File: src/rtl/assembly_sequencer_if.sv
`default_nettype none
// ============================================================================
// Module      : assembly_sequencer_pkg / assembly_sequencer_if
// Description : Shared assembler-state type plus the bundled bus between the
//               two-pass assembly sequencer and its environment. The bus
//               carries three groups of signals:
//                 text BRAM : text_addr_out, text_data_in
//                 assembler : assembler_state, new_line, new_character,
//                             line_count, char_count, incoming_character,
//                             asm_instruction_in, asm_new_instruction_in,
//                             asm_error_in
//                 imem      : imem_we_out, imem_addr_out, imem_data_out
//               modport master = sequencer side, modport slave = environment
//               (text BRAM, assembler core, instruction memory).
// Revision    : 1.0 - initial release
// ============================================================================

package assembly_sequencer_pkg;
  typedef enum logic [1:0] {
    IDLE                = 2'd0,
    PC_MAPPING          = 2'd1,
    INSTRUCTION_MAPPING = 2'd2
  } assembler_state_t;
endpackage

interface assembly_sequencer_if #(
  parameter int CHAR_PER_LINE = 64,
  parameter int NUMBER_LINES  = 256
);
  import assembly_sequencer_pkg::*;

  localparam int LA = $clog2(NUMBER_LINES);
  localparam int LC = $clog2(CHAR_PER_LINE);

  // text BRAM
  logic [LA+LC-1:0]  text_addr_out;
  logic [7:0]        text_data_in;

  // assembler core
  assembler_state_t  assembler_state;
  logic              new_line;
  logic              new_character;
  logic [LA-1:0]     line_count;
  logic [LC-1:0]     char_count;
  logic [7:0]        incoming_character;
  logic [31:0]       asm_instruction_in;
  logic              asm_new_instruction_in;
  logic              asm_error_in;

  // instruction memory
  logic              imem_we_out;
  logic [LA-1:0]     imem_addr_out;
  logic [31:0]       imem_data_out;

  modport master (
    output text_addr_out,
    input  text_data_in,
    output assembler_state, new_line, new_character,
    output line_count, char_count, incoming_character,
    input  asm_instruction_in, asm_new_instruction_in, asm_error_in,
    output imem_we_out, imem_addr_out, imem_data_out
  );

  modport slave (
    input  text_addr_out,
    output text_data_in,
    input  assembler_state, new_line, new_character,
    input  line_count, char_count, incoming_character,
    output asm_instruction_in, asm_new_instruction_in, asm_error_in,
    input  imem_we_out, imem_addr_out, imem_data_out
  );
endinterface

`default_nettype wire

File: src/rtl/assembly_sequencer.sv
`default_nettype none
// ============================================================================
// Module      : assembly_sequencer
// Description : Two-pass sequencer for the assembler. On start it streams the
//               line-major source text BRAM into the assembler twice: pass 1
//               under PC_MAPPING (label table build), pass 2 under
//               INSTRUCTION_MAPPING, writing every emitted instruction into
//               instruction memory. Reports busy / done / error.
// Ports       : clk_in          system clock
//               rst_n_in        asynchronous active-low reset
//               start_in        1-cycle start pulse (honoured when not busy)
//               bus             assembly_sequencer_if.master (text BRAM,
//                               assembler core and imem signal groups)
//               busy_out        passes running
//               done_out        sticky: assembly completed cleanly
//               error_out       sticky: assembly aborted on error
//               error_line_out  line_count when the error was latched
//               inst_count_out  instructions written in pass 2
// Revision    : 1.0 - initial release
// ============================================================================

module assembly_sequencer
  import assembly_sequencer_pkg::*;
#(
  parameter int  CHAR_PER_LINE = 64,
  parameter int  NUMBER_LINES  = 256,
  parameter int  READ_LATENCY  = 2,
  parameter int  LINE_GAP      = 4,
  localparam int LA            = $clog2(NUMBER_LINES),
  localparam int LC            = $clog2(CHAR_PER_LINE)
) (
  input  wire logic            clk_in,
  input  wire logic            rst_n_in,
  input  wire logic            start_in,
  assembly_sequencer_if.master bus,
  output logic                 busy_out,
  output logic                 done_out,
  output logic                 error_out,
  output logic [LA-1:0]        error_line_out,
  output logic [LA:0]          inst_count_out
);

  // One counter serves both the read-latency hold and the inter-line gap.
  localparam int WAIT_MAX = (READ_LATENCY > LINE_GAP) ? READ_LATENCY : LINE_GAP;
  localparam int WW       = $clog2(WAIT_MAX + 1);

  localparam logic [2:0] S_IDLE       = 3'd0;
  localparam logic [2:0] S_LINE_START = 3'd1;
  localparam logic [2:0] S_FETCH      = 3'd2;
  localparam logic [2:0] S_EMIT       = 3'd3;
  localparam logic [2:0] S_GAP        = 3'd4;
  localparam logic [2:0] S_PASS_END   = 3'd5;
  localparam logic [2:0] S_DONE       = 3'd6;
  localparam logic [2:0] S_ERROR      = 3'd7;

  logic [2:0]        r_state;
  logic [2:0]        w_next_state;
  logic              r_pass2;
  logic [LA-1:0]     r_line;
  logic [LC-1:0]     r_char;
  logic [WW-1:0]     r_wait;
  logic [7:0]        r_char_data;
  logic              r_new_char;
  assembler_state_t  r_asm_state;
  logic              r_done;
  logic              r_error;
  logic [LA-1:0]     r_error_line;
  logic [LA:0]       r_inst_count;
  logic              r_imem_we;
  logic [LA-1:0]     r_imem_addr;
  logic [31:0]       r_imem_data;

  logic              w_idle_like;
  logic              w_busy;
  logic              w_start;
  logic              w_abort;
  logic              w_lat_done;
  logic              w_gap_done;
  logic              w_eop;
  logic              w_eol;
  logic              w_last_line;
  logic              w_capture;

  assign w_idle_like = (r_state == S_IDLE) || (r_state == S_DONE) || (r_state == S_ERROR);
  assign w_busy      = !w_idle_like;
  assign w_start     = start_in && w_idle_like;
  assign w_abort     = bus.asm_error_in && w_busy;
  assign w_lat_done  = (r_wait == WW'(READ_LATENCY - 1));
  assign w_gap_done  = (r_wait == WW'(LINE_GAP - 1));
  // A null byte only terminates the program when it opens a line.
  assign w_eop       = (bus.text_data_in == 8'h00) && (r_char == '0);
  assign w_eol       = (bus.text_data_in == 8'h0A) || (r_char == LC'(CHAR_PER_LINE - 1));
  assign w_last_line = (r_line == LA'(NUMBER_LINES - 1));
  // Pass-2 capture stays open through GAP/PASS_END so the assembler's drain
  // of the final line still lands in imem. Error wins over a same-cycle strobe.
  assign w_capture   = r_pass2 && w_busy && bus.asm_new_instruction_in && !bus.asm_error_in
                       && (r_inst_count < (LA+1)'(NUMBER_LINES));

  // --------------------------------------------------------------------------
  // State register
  // --------------------------------------------------------------------------
  always_ff @(posedge clk_in or negedge rst_n_in) begin
    if (!rst_n_in) begin
      r_state <= S_IDLE;
    end else begin
      r_state <= w_next_state;
    end
  end

  // --------------------------------------------------------------------------
  // Next-state logic
  // --------------------------------------------------------------------------
  always_comb begin
    w_next_state = r_state;
    if (w_abort) begin
      w_next_state = S_ERROR;
    end else begin
      case (r_state)
        S_IDLE, S_DONE, S_ERROR: if (start_in) w_next_state = S_LINE_START;
        S_LINE_START:            w_next_state = S_FETCH;
        S_FETCH:                 if (w_lat_done) w_next_state = S_EMIT;
        S_EMIT: begin
          if (w_eop)      w_next_state = S_PASS_END;
          else if (w_eol) w_next_state = S_GAP;
          else            w_next_state = S_FETCH;
        end
        S_GAP:                   if (w_gap_done) w_next_state = w_last_line ? S_PASS_END : S_LINE_START;
        S_PASS_END:              w_next_state = r_pass2 ? S_DONE : S_LINE_START;
        default:                 w_next_state = S_IDLE;
      endcase
    end
  end

  // --------------------------------------------------------------------------
  // Output logic
  // --------------------------------------------------------------------------
  always_comb begin
    bus.new_line      = (r_state == S_LINE_START);
    bus.text_addr_out = {r_line, r_char};
    busy_out          = w_busy;
  end

  assign bus.assembler_state    = r_asm_state;
  assign bus.new_character      = r_new_char;
  assign bus.line_count         = r_line;
  assign bus.char_count         = r_char;
  assign bus.incoming_character = r_char_data;
  assign bus.imem_we_out        = r_imem_we;
  assign bus.imem_addr_out      = r_imem_addr;
  assign bus.imem_data_out      = r_imem_data;
  assign done_out               = r_done;
  assign error_out              = r_error;
  assign error_line_out         = r_error_line;
  assign inst_count_out         = r_inst_count;

  // --------------------------------------------------------------------------
  // Datapath: counters, character presentation, capture, status
  // --------------------------------------------------------------------------
  always_ff @(posedge clk_in or negedge rst_n_in) begin
    if (!rst_n_in) begin
      r_pass2      <= 1'b0;
      r_line       <= '0;
      r_char       <= '0;
      r_wait       <= '0;
      r_char_data  <= '0;
      r_new_char   <= 1'b0;
      r_asm_state  <= IDLE;
      r_done       <= 1'b0;
      r_error      <= 1'b0;
      r_error_line <= '0;
      r_inst_count <= '0;
      r_imem_we    <= 1'b0;
      r_imem_addr  <= '0;
      r_imem_data  <= '0;
    end else begin
      r_new_char <= 1'b0;
      r_imem_we  <= 1'b0;

      // Wait counter restarts on every state change and runs in FETCH/GAP.
      if (w_next_state != r_state)
        r_wait <= '0;
      else if ((r_state == S_FETCH) || (r_state == S_GAP))
        r_wait <= r_wait + WW'(1);

      if (w_start) begin
        r_pass2      <= 1'b0;
        r_line       <= '0;
        r_char       <= '0;
        r_asm_state  <= PC_MAPPING;
        r_done       <= 1'b0;
        r_error      <= 1'b0;
        r_error_line <= '0;
        r_inst_count <= '0;
        r_imem_addr  <= '0;
      end else if (w_abort) begin
        r_error      <= 1'b1;
        r_error_line <= r_line;
        r_asm_state  <= IDLE;
      end else begin
        case (r_state)
          S_EMIT: begin
            if (!w_eop) begin
              r_char_data <= bus.text_data_in;
              r_new_char  <= 1'b1;
              if (!w_eol) r_char <= r_char + LC'(1);
            end
          end
          S_GAP: begin
            if (w_gap_done) begin
              r_line <= r_line + LA'(1);
              r_char <= '0;
            end
          end
          S_PASS_END: begin
            if (!r_pass2) begin
              r_pass2     <= 1'b1;
              r_asm_state <= INSTRUCTION_MAPPING;
              r_line      <= '0;
              r_char      <= '0;
            end else begin
              r_asm_state <= IDLE;
              r_done      <= 1'b1;
            end
          end
          default: ;
        endcase
      end

      if (w_capture) begin
        r_imem_we    <= 1'b1;
        r_imem_addr  <= r_inst_count[LA-1:0];
        r_imem_data  <= bus.asm_instruction_in;
        r_inst_count <= r_inst_count + (LA+1)'(1);
      end
    end
  end

endmodule

`default_nettype wire

File: src/flat_wrapper.sv
// flat-port wrapper written by rule: the top's interface ports become plain ports
module assembly_sequencer_flat import assembly_sequencer_pkg::*;
#(
  parameter int  CHAR_PER_LINE = 64,
  parameter int  NUMBER_LINES  = 256,
  parameter int  READ_LATENCY  = 2,
  parameter int  LINE_GAP      = 4,
  localparam int LA            = $clog2(NUMBER_LINES),
  localparam int LC            = $clog2(CHAR_PER_LINE)
)
  (clk_in, rst_n_in, start_in, busy_out, done_out, error_out, error_line_out, inst_count_out, bus_text_addr_out, bus_text_data_in, bus_assembler_state, bus_new_line, bus_new_character, bus_line_count, bus_char_count, bus_incoming_character, bus_asm_instruction_in, bus_asm_new_instruction_in, bus_asm_error_in, bus_imem_we_out, bus_imem_addr_out, bus_imem_data_out);
  assembly_sequencer_if #(.CHAR_PER_LINE(CHAR_PER_LINE), .NUMBER_LINES(NUMBER_LINES)) bus_i ();
  input  wire logic clk_in;
  input  wire logic rst_n_in;
  input  wire logic start_in;
  output logic busy_out;
  output logic done_out;
  output logic error_out;
  output logic [LA-1:0] error_line_out;
  output logic [LA:0] inst_count_out;
  output wire logic [$bits(bus_i.text_addr_out)-1:0] bus_text_addr_out;
  input wire logic [$bits(bus_i.text_data_in)-1:0] bus_text_data_in;
  output wire logic [$bits(bus_i.assembler_state)-1:0] bus_assembler_state;
  output wire logic [$bits(bus_i.new_line)-1:0] bus_new_line;
  output wire logic [$bits(bus_i.new_character)-1:0] bus_new_character;
  output wire logic [$bits(bus_i.line_count)-1:0] bus_line_count;
  output wire logic [$bits(bus_i.char_count)-1:0] bus_char_count;
  output wire logic [$bits(bus_i.incoming_character)-1:0] bus_incoming_character;
  input wire logic [$bits(bus_i.asm_instruction_in)-1:0] bus_asm_instruction_in;
  input wire logic [$bits(bus_i.asm_new_instruction_in)-1:0] bus_asm_new_instruction_in;
  input wire logic [$bits(bus_i.asm_error_in)-1:0] bus_asm_error_in;
  output wire logic [$bits(bus_i.imem_we_out)-1:0] bus_imem_we_out;
  output wire logic [$bits(bus_i.imem_addr_out)-1:0] bus_imem_addr_out;
  output wire logic [$bits(bus_i.imem_data_out)-1:0] bus_imem_data_out;
  assign bus_text_addr_out = bus_i.text_addr_out;
  assign bus_i.text_data_in = bus_text_data_in;
  assign bus_assembler_state = bus_i.assembler_state;
  assign bus_new_line = bus_i.new_line;
  assign bus_new_character = bus_i.new_character;
  assign bus_line_count = bus_i.line_count;
  assign bus_char_count = bus_i.char_count;
  assign bus_incoming_character = bus_i.incoming_character;
  assign bus_i.asm_instruction_in = bus_asm_instruction_in;
  assign bus_i.asm_new_instruction_in = bus_asm_new_instruction_in;
  assign bus_i.asm_error_in = bus_asm_error_in;
  assign bus_imem_we_out = bus_i.imem_we_out;
  assign bus_imem_addr_out = bus_i.imem_addr_out;
  assign bus_imem_data_out = bus_i.imem_data_out;
  assembly_sequencer #(.CHAR_PER_LINE(CHAR_PER_LINE), .NUMBER_LINES(NUMBER_LINES), .READ_LATENCY(READ_LATENCY), .LINE_GAP(LINE_GAP)) u_core (.clk_in(clk_in), .rst_n_in(rst_n_in), .start_in(start_in), .bus(bus_i), .busy_out(busy_out), .done_out(done_out), .error_out(error_out), .error_line_out(error_line_out), .inst_count_out(inst_count_out));
endmodule
File: config.mk
export PLATFORM = sky130hd
export DESIGN_NAME = assembly_sequencer_flat
export DESIGN_NICKNAME = d
export VERILOG_FILES = /design/src/rtl/assembly_sequencer_if.sv /design/src/rtl/assembly_sequencer.sv /design/src/flat_wrapper.sv
export SDC_FILE = /design/constraint.sdc
export NUM_CORES = 1
export LEC_CHECK = 0
export CAP_MARGIN = 40
export CORE_AREA = 2 2 103 105
export DETAILED_ROUTE_END_ITERATION = 12
export DIE_AREA = 0 0 105 107
export PLACE_DENSITY = 0.82
export SLEW_MARGIN = 20
export SYNTH_ARGS = -nofsm -noshare
export SYNTH_HDL_FRONTEND = slang
export SYNTH_SLANG_ARGS = --single-unit
File: constraint.sdc
create_clock -name clk_in -period 4.7 [get_ports clk_in]
set_clock_uncertainty 0.15 [all_clocks]
set_input_delay 0.47 -clock clk_in [delete_from_list [all_inputs] [get_ports clk_in]]
set_output_delay 0.47 -clock clk_in [all_outputs]
set_load 0.05 [all_outputs]
; Yosys cells after proc, flatten, opt, wreduce, memory -nomap -nowiden
; Cells that the tools add are included.
[totals]
register_bits = 92
out_inout_bits = 101
elab_cells = 118
[op_classes]
n_addsub = 4
n_lt_le_gt_ge = 1
eq_ne = 18
muxes = 47
n_bitwise = 3
reduce_logical = 30
[ops]
columns = cell, n
row1 = 8-bit 2-to-1 mux, 8
row2 = 6-bit 2-to-1 mux, 6
row3 = 3-bit 2-to-1 mux, 10
row4 = 9-bit 2-to-1 mux, 2
row5 = 3-bit one-hot mux with 6 select lines, 1
row6 = 6-bit one-hot mux with 3 select lines, 1
row7 = 8-bit one-hot mux with 2 select lines, 1
row8 = 1-bit 2-to-1 mux, 14
row9 = "3-bit == test, second input constant", 4
row10 = 2-bit nonzero test, 5
row11 = "9-bit by 1-bit adder with 9-bit output, second input constant", 1
row12 = "3-bit by 2-bit == test with 1-bit output, second input constant", 3
row13 = "9-bit less-than comparator, second input constant", 1
row14 = "8-bit by 1-bit adder with 8-bit output, second input constant", 1
row15 = "8-bit by 4-bit == test with 1-bit output, second input constant", 1
row16 = "8-bit == test, second input constant", 1
row17 = 8-bit logical NOT, 1
row18 = 2-bit 2-to-1 mux, 4
row19 = 4-bit AND reduction, 2
row20 = 1-bit logical AND, 7
row21 = "6-bit by 1-bit adder with 6-bit output, second input constant", 1
row22 = "3-bit by 1-bit == test with 1-bit output, second input constant", 2
row23 = "6-bit == test, second input constant", 1
row24 = 6-bit logical NOT, 1
row25 = other kinds (16), 24

; Longest topological paths before layout
; Gate-level depths: netlist of run 1.
[depth]
ltp_word = 9
ltp_mapped = 8
depth_no_buf = 7

; Least setup slack after synthesis of run 1
; No wires, ideal clock.
[synth_path]
kind = flip-flop to flip-flop
startpoint = register u_core.r_char[0] (netlist: u_core.bus.char_count[0])
endpoint = register u_core.r_char_data[0] (netlist: u_core.bus.incoming_character[0])
setup_time_ns = 0.125
t_arrival_ns = 2.165
t_required_ns = 4.425
setup_slack_ns = 2.260
stages_incl_launch_ff = 8
path_buffers = 1
synth_period_minus_slack_ns = 2.440
cell_sequence = dfrtp_1 inv_1 ha_1 nor4b_1 and4_1 or3_1 buf_6 mux2_4
[synth_via]
elab_chain_len = 4
[synth_lines]
columns = element, line
row1 = from (decl), assembly_sequencer.sv:60  ; logic [LC-1:0] r_char;
row2 = from (signal assigned), assembly_sequencer.sv:205  ; if (!w_eol) r_char <= r_char + LC'(1);
row3 = 6-bit logical NOT, assembly_sequencer.sv:91  ; assign w_eop = (bus.text_data_in == 8'h00) && (r_char == '0);
row4 = 1-bit logical AND, assembly_sequencer.sv:91
row5 = 1-bit inverter (no source line), --
row6 = 4-bit AND reduction (no source line), --
row7 = to (signal assigned), assembly_sequencer.sv:203  ; r_char_data <= bus.text_data_in;
row8 = to (decl), assembly_sequencer.sv:62  ; logic [7:0] r_char_data;
; No other way between the ends.
; A chain may end at the register's enable or synchronous reset.

; Worst setup path in the final report of run 1
[layout_path]
startpoint = register u_core.r_state[2]
endpoint = output port busy_out
[layout_via]
elab_chain_len = 4
elab_cells_between_ends = 6
cone_classes = eq/ne: 2 / reduce/logical: 4
[layout_lines]
columns = element, line
row1 = from (decl), assembly_sequencer.sv:56  ; logic [2:0] r_state;
row2 = from (signal assigned), assembly_sequencer.sv:106  ; r_state <= w_next_state;
row3 = 3-bit == test or 3-bit logical NOT (tied branches), assembly_sequencer.sv:84  ; assign w_idle_like = (r_state == S_IDLE) || (r_state == S_DONE) || (r_state == S_ERROR);
row4 = 1-bit logical OR, assembly_sequencer.sv:84
row5 = 1-bit logical OR (*), assembly_sequencer.sv:84
row6 = 1-bit logical NOT (*), assembly_sequencer.sv:85  ; assign w_busy = !w_idle_like;
row7 = to (decl), flat_wrapper.sv:16  ; output logic busy_out;
; Every way passes the cells marked *; elsewhere a longest branch is shown, timed or not.

==> results_dict.tcl, run 1 <==
set metrics [dict create \
    root_buffer "clkbuf_8" \
    failed_checks "negative hold slack" \
    powerDensity_mw_per_mm2 658 \
    yosysWarnings 0 \
    fin_crit_sh_pct 63.8 \
    dp_hpwl_um 8090 \
    routed_via_density 5.13 \
    rsz0062_at_grt "no" \
    io_buffers 145 \
    post-place-ws_ns 1.42 \
    max_stage_delay_ns 0.84 \
    critPathLaunchType "register" \
    nFillCells 923 \
    die_width_um 105 \
    cts_buffers 9 \
    cp_max_fo 23 \
    netlist_instances 469 \
    cts-resized-gates 0 \
    ys_ff_latch 92 \
    synth.area.mux_share_pct 4.17 \
    crit_path_end_kind "output port" \
    cts.reportedPaths.clkPinSlew_ns 0.10 \
    vias 3773 \
    wl_met2_um 5610 \
    final_hold_viol_count 20 \
    firstDrtPassIters 4 \
    max_cap_violations 0 \
    crit_chain "and2_1, nor2_1, clkdlybuf4s50_1" \
    cp.arrival_ns 2.38 \
    synth_xor_area_share_pct 1.39 \
    synth-simple-area-share_pct 24.9 \
    synth_area_mm2 0.00442 \
    setup_viol_count_final 0 \
    hp-class "input port to async pin" \
    r2r-start "u_core.r_state[2]" \
    pin_count 146 \
    cts_tree "built" \
    gp_congestion 0.871 \
    clockBufferDepth 2 \
    core_area_mm2 0.0101 \
    grt_pass1_vias 3693 \
    max_freq_mhz 334 \
    nets 647 \
    crit_required_ns 4.08 \
    grt_usage_pct 19.8 \
    drt-met1-wl_um 4910 \
    wl_per_cell_um 15.2 \
    ys_async_sr_fraction_pct 100 \
    period_needed_ns 3.00 \
    holdWs_ns -0.0111 \
    status "finished, violations left" \
    grt_pass1_wl_um 18100 \
    drt_iter0_markers 188 \
    cts.sinks 92 \
    slowest_stage "clkdlybuf4s50_1" \
    dieArea_mm2 0.0112 \
    areaGrowthSynthToFinish_pct 37.1 \
    cts_max_level 3 \
    synth.avg_cell_area_um2 9.41 \
    top_layer "met4" \
    max_slew_margin_pct 47.8 \
    critPathLaunch "u_core.r_state[2]" \
    worst_pin_slew_ns 0.783 \
    post_cts_buffers 0 \
    critical_path_class "register to output port" \
    cts_hold_buf 0 \
    diodes 0 \
    route.detailed.drc 0 \
    layout-drive-gt1-share_pct 7.33 \
    fp-row-count 37 \
    synth_flop_cell "dfrtp_1" \
    p_leak_nw 2.79 \
    ff2ff_path_depth 7 \
    grt_max_degree 54 \
    ys_seq_area_share_pct 52.1 \
    dieHeight_um 107 \
    antenna_found_initial 0 \
    grt-ovfl-total 0 \
    initial_core_util_pct 43.8 \
    drv_slew 0 \
    max-vdd-ir-drop_mv 0.382 \
    ant_nets 0 \
    fin_ws_ns 1.70 \
    clock_latency_ns 0.37 \
    setup-tns-final_ns 0 \
    synth_top_family_by_area "simple AND/OR/NAND/NOR gates" \
    synth_cell_types 60 \
    routed_wl_um 11200 \
    synth-adder-area-share_pct 1.98 \
    synth_nets 521 \
    synth_compound_area_share_pct 10.2 \
    cp-endpoint "busy_out" \
    synth_edf_count 0 \
    wl_met3_um 451 \
    r2r_end "u_core.inst_count_out[2]" \
    reg2reg_setup_slack_ns 1.72 \
]
[worst min-delay path by stage]
| stage | endpoint | cells past startpoint | slack, ns |
|---|---|---|---|
| 5_1_grt | u_core.bus.imem_data_out[22] | 1 | 0.04 |
| 3_3_place_gp | u_core.bus.imem_data_out[3] | 2 | 0.31 |
| 2_1_floorplan | u_core.bus.assembler_state[0] | 0 | 0.02 |
| 4_1_cts | u_core.bus.imem_data_out[23] | 1 | 0.009 |
| 6_report | u_core.bus.char_count[1] | 1 | -0.01 |
| 3_5_place_dp | u_core.bus.imem_data_out[26] | 2 | 0.31 |
[Yosys cell counts (4+ instances only)]
master | count | share of area (%)
ha_1 | 7 | 2.0
and2_1 | 5 | 0.71
nor3_1 | 6 | 0.68
nor2_1 | 34 | 2.9
nand4_1 | 6 | 0.85
buf_2 | 7 | 0.79
nand3_1 | 24 | 2.7
mux2_4 | 8 | 2.7
nor2b_1 | 4 | 0.57
nand2_1 | 136 | 12
and3_1 | 7 | 0.99
dfrtp_1 | 92 | 52
a21oi_1 | 8 | 0.91
a22o_1 | 8 | 1.6
o21ai_0 | 24 | 2.7
buf_4 | 14 | 2.4
clkbuf_1 | 8 | 0.68
xnor2_1 | 4 | 0.79
inv_1 | 8 | 0.68
[worst max-delay path: cells and delay by family, from the launching register on]
kind / cells / cell delay, ns
AND/OR/NAND/NOR: 2 / 0.53
buffers and inverters: 1 / 0.84
flip-flops: 1 / 0.64
[metrics by stage]
step | area [µm²] | std cells | hold slack [ns] | power (W) | util, %
after floorplan | 4420 | 469 | 0.0244 | 0.00278 | -
after global placement | 5870 | 720 | 0.308 | 0.00343 | 58.1
after detailed placement | 5870 | 720 | 0.312 | 0.00349 | 58.1
after CTS | 6060 | 736 | 0.00899 | 0.00400 | 60.0
after global routing | 6060 | 736 | 0.0434 | 0.00419 | 60.0
final | 6060 | 736 | -0.0111 | 0.00398 | 60.0
[per-layer routing]
metal / track usage [%] / up-vias
met2: 34.0 / 107
met3: 2.67 / 16
met5: 0 / -
li1: - / 1825
met4: 7.05 / 0
met1: 25.7 / 1825
[area by class of cell]
cell class                 count  area, µm²  area share [%]
clock inverter                 7       66.3            1.10
timing repair buffer         149       1480            24.4
clock buffer                   9        124            2.05
sequential                    92       2300            38.0
inverter                       8       30.0           0.496
multi-input combinational    335       1880            31.1
tap                          136        170            2.81
[sequential cells by signal, summed over array words and instances, names as in the netlist]
| register | cells |
|---|---|
| u_core.bus.assembler_state | 2 |
| u_core.bus.char_count | 6 |
| u_core.bus.imem_addr_out | 8 |
| u_core.bus.imem_data_out | 32 |
| u_core.bus.imem_we_out | 1 |
| u_core.bus.incoming_character | 8 |
| u_core.bus.line_count | 8 |
| u_core.bus.new_character | 1 |
| u_core.done_out | 1 |
| u_core.error_line_out | 8 |
| u_core.error_out | 1 |
| u_core.inst_count_out | 9 |
| u_core.r_pass2 | 1 |
| u_core.r_state | 3 |
| u_core.r_wait | 3 |
[cell usage in the layout, fill, tap and decap left out, types with 2 or more instances in the layout]
master	count
nand2b_1	2
nor3_1	6
mux2i_1	3
nor4b_1	2
o31ai_1	2
o21ai_0	23
nor4bb_1	3
nand2_1	136
xor2_1	3
xnor2_1	4
dfrtp_1	92
buf_4	5
a21oi_1	8
a31o_2	2
clkbuf_8	9
nand3b_1	2
mux2_2	3
o21ai_1	2
inv_1	8
a22o_1	8
and3_1	7
mux2_4	8
and2_1	5
inv_6	2
clkdlybuf4s50_1	144
nand4_1	6
nand3_1	23
a211oi_1	2
or3b_2	2
nor2b_1	4
nor2_1	34
ha_1	7
[cell families after synthesis]
logic type	Yosys count
compound gates	66
xor+xnor	7
fa+ha+maj	7
buf+inv	42
flops	92
mux	14
simple gates	241
[report_power, final]
group | leakage (nW) | internal, W | switching (W)
sequential | 1.20 | 0.00103 | 0.000227
combinational | 1.49 | 0.000769 | 0.00144
clock | 0.0949 | 0.000204 | 0.000313
total | 2.79 | 0.00200 | 0.00198
Power figures use the tool's default switching activity.
==> run 2: changes to the inputs <==
Settings changed: CORE_AREA 2 2 103 105 to 2 2 106 108, DIE_AREA 0 0 105 107 to 0 0 108 110, PLACE_DENSITY 0.82 to 0.81.
Clock period 4.7 ns to 2.4 ns, I/O delays scaled along.
==> run 2 against run 1 <==
Effect of this change: the run now ends clean; register-to-register slack worse by 1.5 ns; critical path depth is 4 higher; largest power group unchanged; design area is 3.5% higher; sequential share of layout area is 1.2 points lower; critical path type is now register to register; routed wire length is 2.6% higher; global-route usage is 0.49 points lower; final cell count is 3.1% higher; core utilization is 1.4 points lower; combinational power is 110% higher; count of clock-buffer cells in the layout is 1 higher.
==> results_dict.tcl, run 2 (synthesis gave the netlist of run 1 again) <==
set metrics [dict create \
    status "completed" \
    powerDensity_mw_per_mm2 1290 \
    cp-endpoint "u_core.bus.incoming_character[7]" \
    max_freq_mhz 454 \
    routed_wl_um 11500 \
    max_slew_margin_pct 60.2 \
    layout_commonest_cell "clkdlybuf4s50_1" \
    layout-drive-gt1-share_pct 10.8 \
    clockBufferDepth 2 \
    grt-ovfl-total 0 \
    critPathLaunchType "register" \
    grt_max_degree 49 \
    crit_required_ns 2.50 \
    largest_register_ffs 32 \
    cts_tree "built" \
    max_cap_violations 0 \
    post_cts_buffers 0 \
    fp-row-count 38 \
    nets 666 \
    cts_max_level 3 \
    wl_per_cell_um 15.1 \
    cp_max_fo 9 \
    critPathLaunch "u_core.bus.char_count[0]" \
    post-place-ws_ns 0.0577 \
    final_hold_viol_count 0 \
    rsz0062_at_grt "no" \
    root_buffer "clkbuf_8" \
    ant_nets 0 \
    cts.reportedPaths.clkPinSlew_ns 0.10 \
    setup-tns-final_ns 0 \
    setup_viol_count_final 0 \
    hp-class "input port to register" \
    routed_via_density 5.06 \
    ff2ff_path_depth 7 \
    diodes 0 \
    clock_latency_ns 0.37 \
    cts_buffers 9 \
    drv_slew 0 \
    drt_iter0_markers 209 \
    cp.arrival_ns 2.30 \
    final_cell_mix "142 x clkdlybuf4s50_1, 136 x nand2_1, 90 x dfrtp_1" \
    r2r_end "u_core.bus.incoming_character[7]" \
    gp_congestion 0.845 \
    io_buffers 145 \
    dieHeight_um 110 \
    period_needed_ns 2.20 \
    die_width_um 108 \
    dp_hpwl_um 8370 \
    grt_pass1_wl_um 18200 \
    max-vdd-ir-drop_mv 0.619 \
    firstDrtPassIters 5 \
    dieArea_mm2 0.0119 \
    fin_crit_sh_pct 91.8 \
    fin_util_pct 58.6 \
    areaGrowthSynthToFinish_pct 41.9 \
    critical_path_class "register to register" \
    cts.sinks 92 \
    pin_count 146 \
    vias 3838 \
    route.detailed.drc 0 \
    core_area_mm2 0.0107 \
    reg2reg_setup_slack_ns 0.20 \
    grt_pass1_vias 3765 \
    worst_pin_slew_ns 0.596 \
    p_leak_nw 2.89 \
    crit_path_end_kind "register" \
    antenna_found_initial 0 \
    initial_core_util_pct 41.3 \
    grt_usage_pct 19.3 \
    r2r-start "u_core.bus.char_count[0]" \
    fin_ws_ns 0.196 \
]
==> run 2: critical path, cell delays in order, from the launching register on <==
cell,delay [ns]
dfrtp_2,0.41
inv_1,0.06
ha_1,0.20
nor4b_1,0.14
and4_1,0.24
or3_1,0.42
buf_12,0.17
mux2_4,0.29
==> run 2: final cells by class <==
type	instances	area, µm²
clock buffer	10	138
clock inverter	6	71.3
fill	942	4430
inverter	8	30.0
multi-input combinational	335	1890
sequential	92	2300
tap	140	175
timing repair buffer	168	1660
==> run 2: what timing repair did <==
item,in CTS,in global routing
hold buffers,1,0
hold endpoints to repair,45,0
endpoints found under the setup margin,0,9
resized for setup,0,3
==> run 2: per-layer routing <==
| layer | share of wire [%] | GRT usage (%) |
|---|---|---|
| met4 | 2.5 | 8.42 |
| met2 | 50 | 32.0 |
| met5 | 0 | 0 |
| met1 | 43 | 24.6 |
| met3 | 5.0 | 4.06 |
==> run 2: worst min-delay path by stage <==
stage,from,end,slack [ns],cells after the start
final,bus_asm_instruction_in[0],u_core.bus.imem_data_out[0],0.24,3
after global routing,bus_asm_instruction_in[17],u_core.bus.imem_data_out[17],0.23,3
after CTS,bus_asm_instruction_in[14],u_core.bus.imem_data_out[14],0.22,3
after detailed placement,rst_n_in,u_core.bus.line_count[0],0.14,1
after global placement,rst_n_in,u_core.error_line_out[2],0.13,1
after floorplan,rst_n_in,u_core.bus.assembler_state[0],-0.21,0
==> run 2: per-stage QoR <==
| step | std cells | total power, W | area [µm²] | hold WS [ns] |
|---|---|---|---|---|
| floorplan | 469 | 0.00546 | 4420 | -0.206 |
| global placement | 742 | 0.00695 | 6040 | 0.129 |
| detailed placement | 742 | 0.00705 | 6040 | 0.143 |
| CTS | 759 | 0.00816 | 6260 | 0.223 |
| global route | 759 | 0.00854 | 6260 | 0.229 |
| finish | 759 | 0.00810 | 6260 | 0.235 |
==> run 2: where the power goes <==
part	leakage, nW	total (W)	internal (W)	switching, W
sequential	1.20	0.00233	0.00202	0.000318
clock	0.104	0.00108	0.000518	0.000566
combinational	1.59	0.00468	0.00169	0.00299
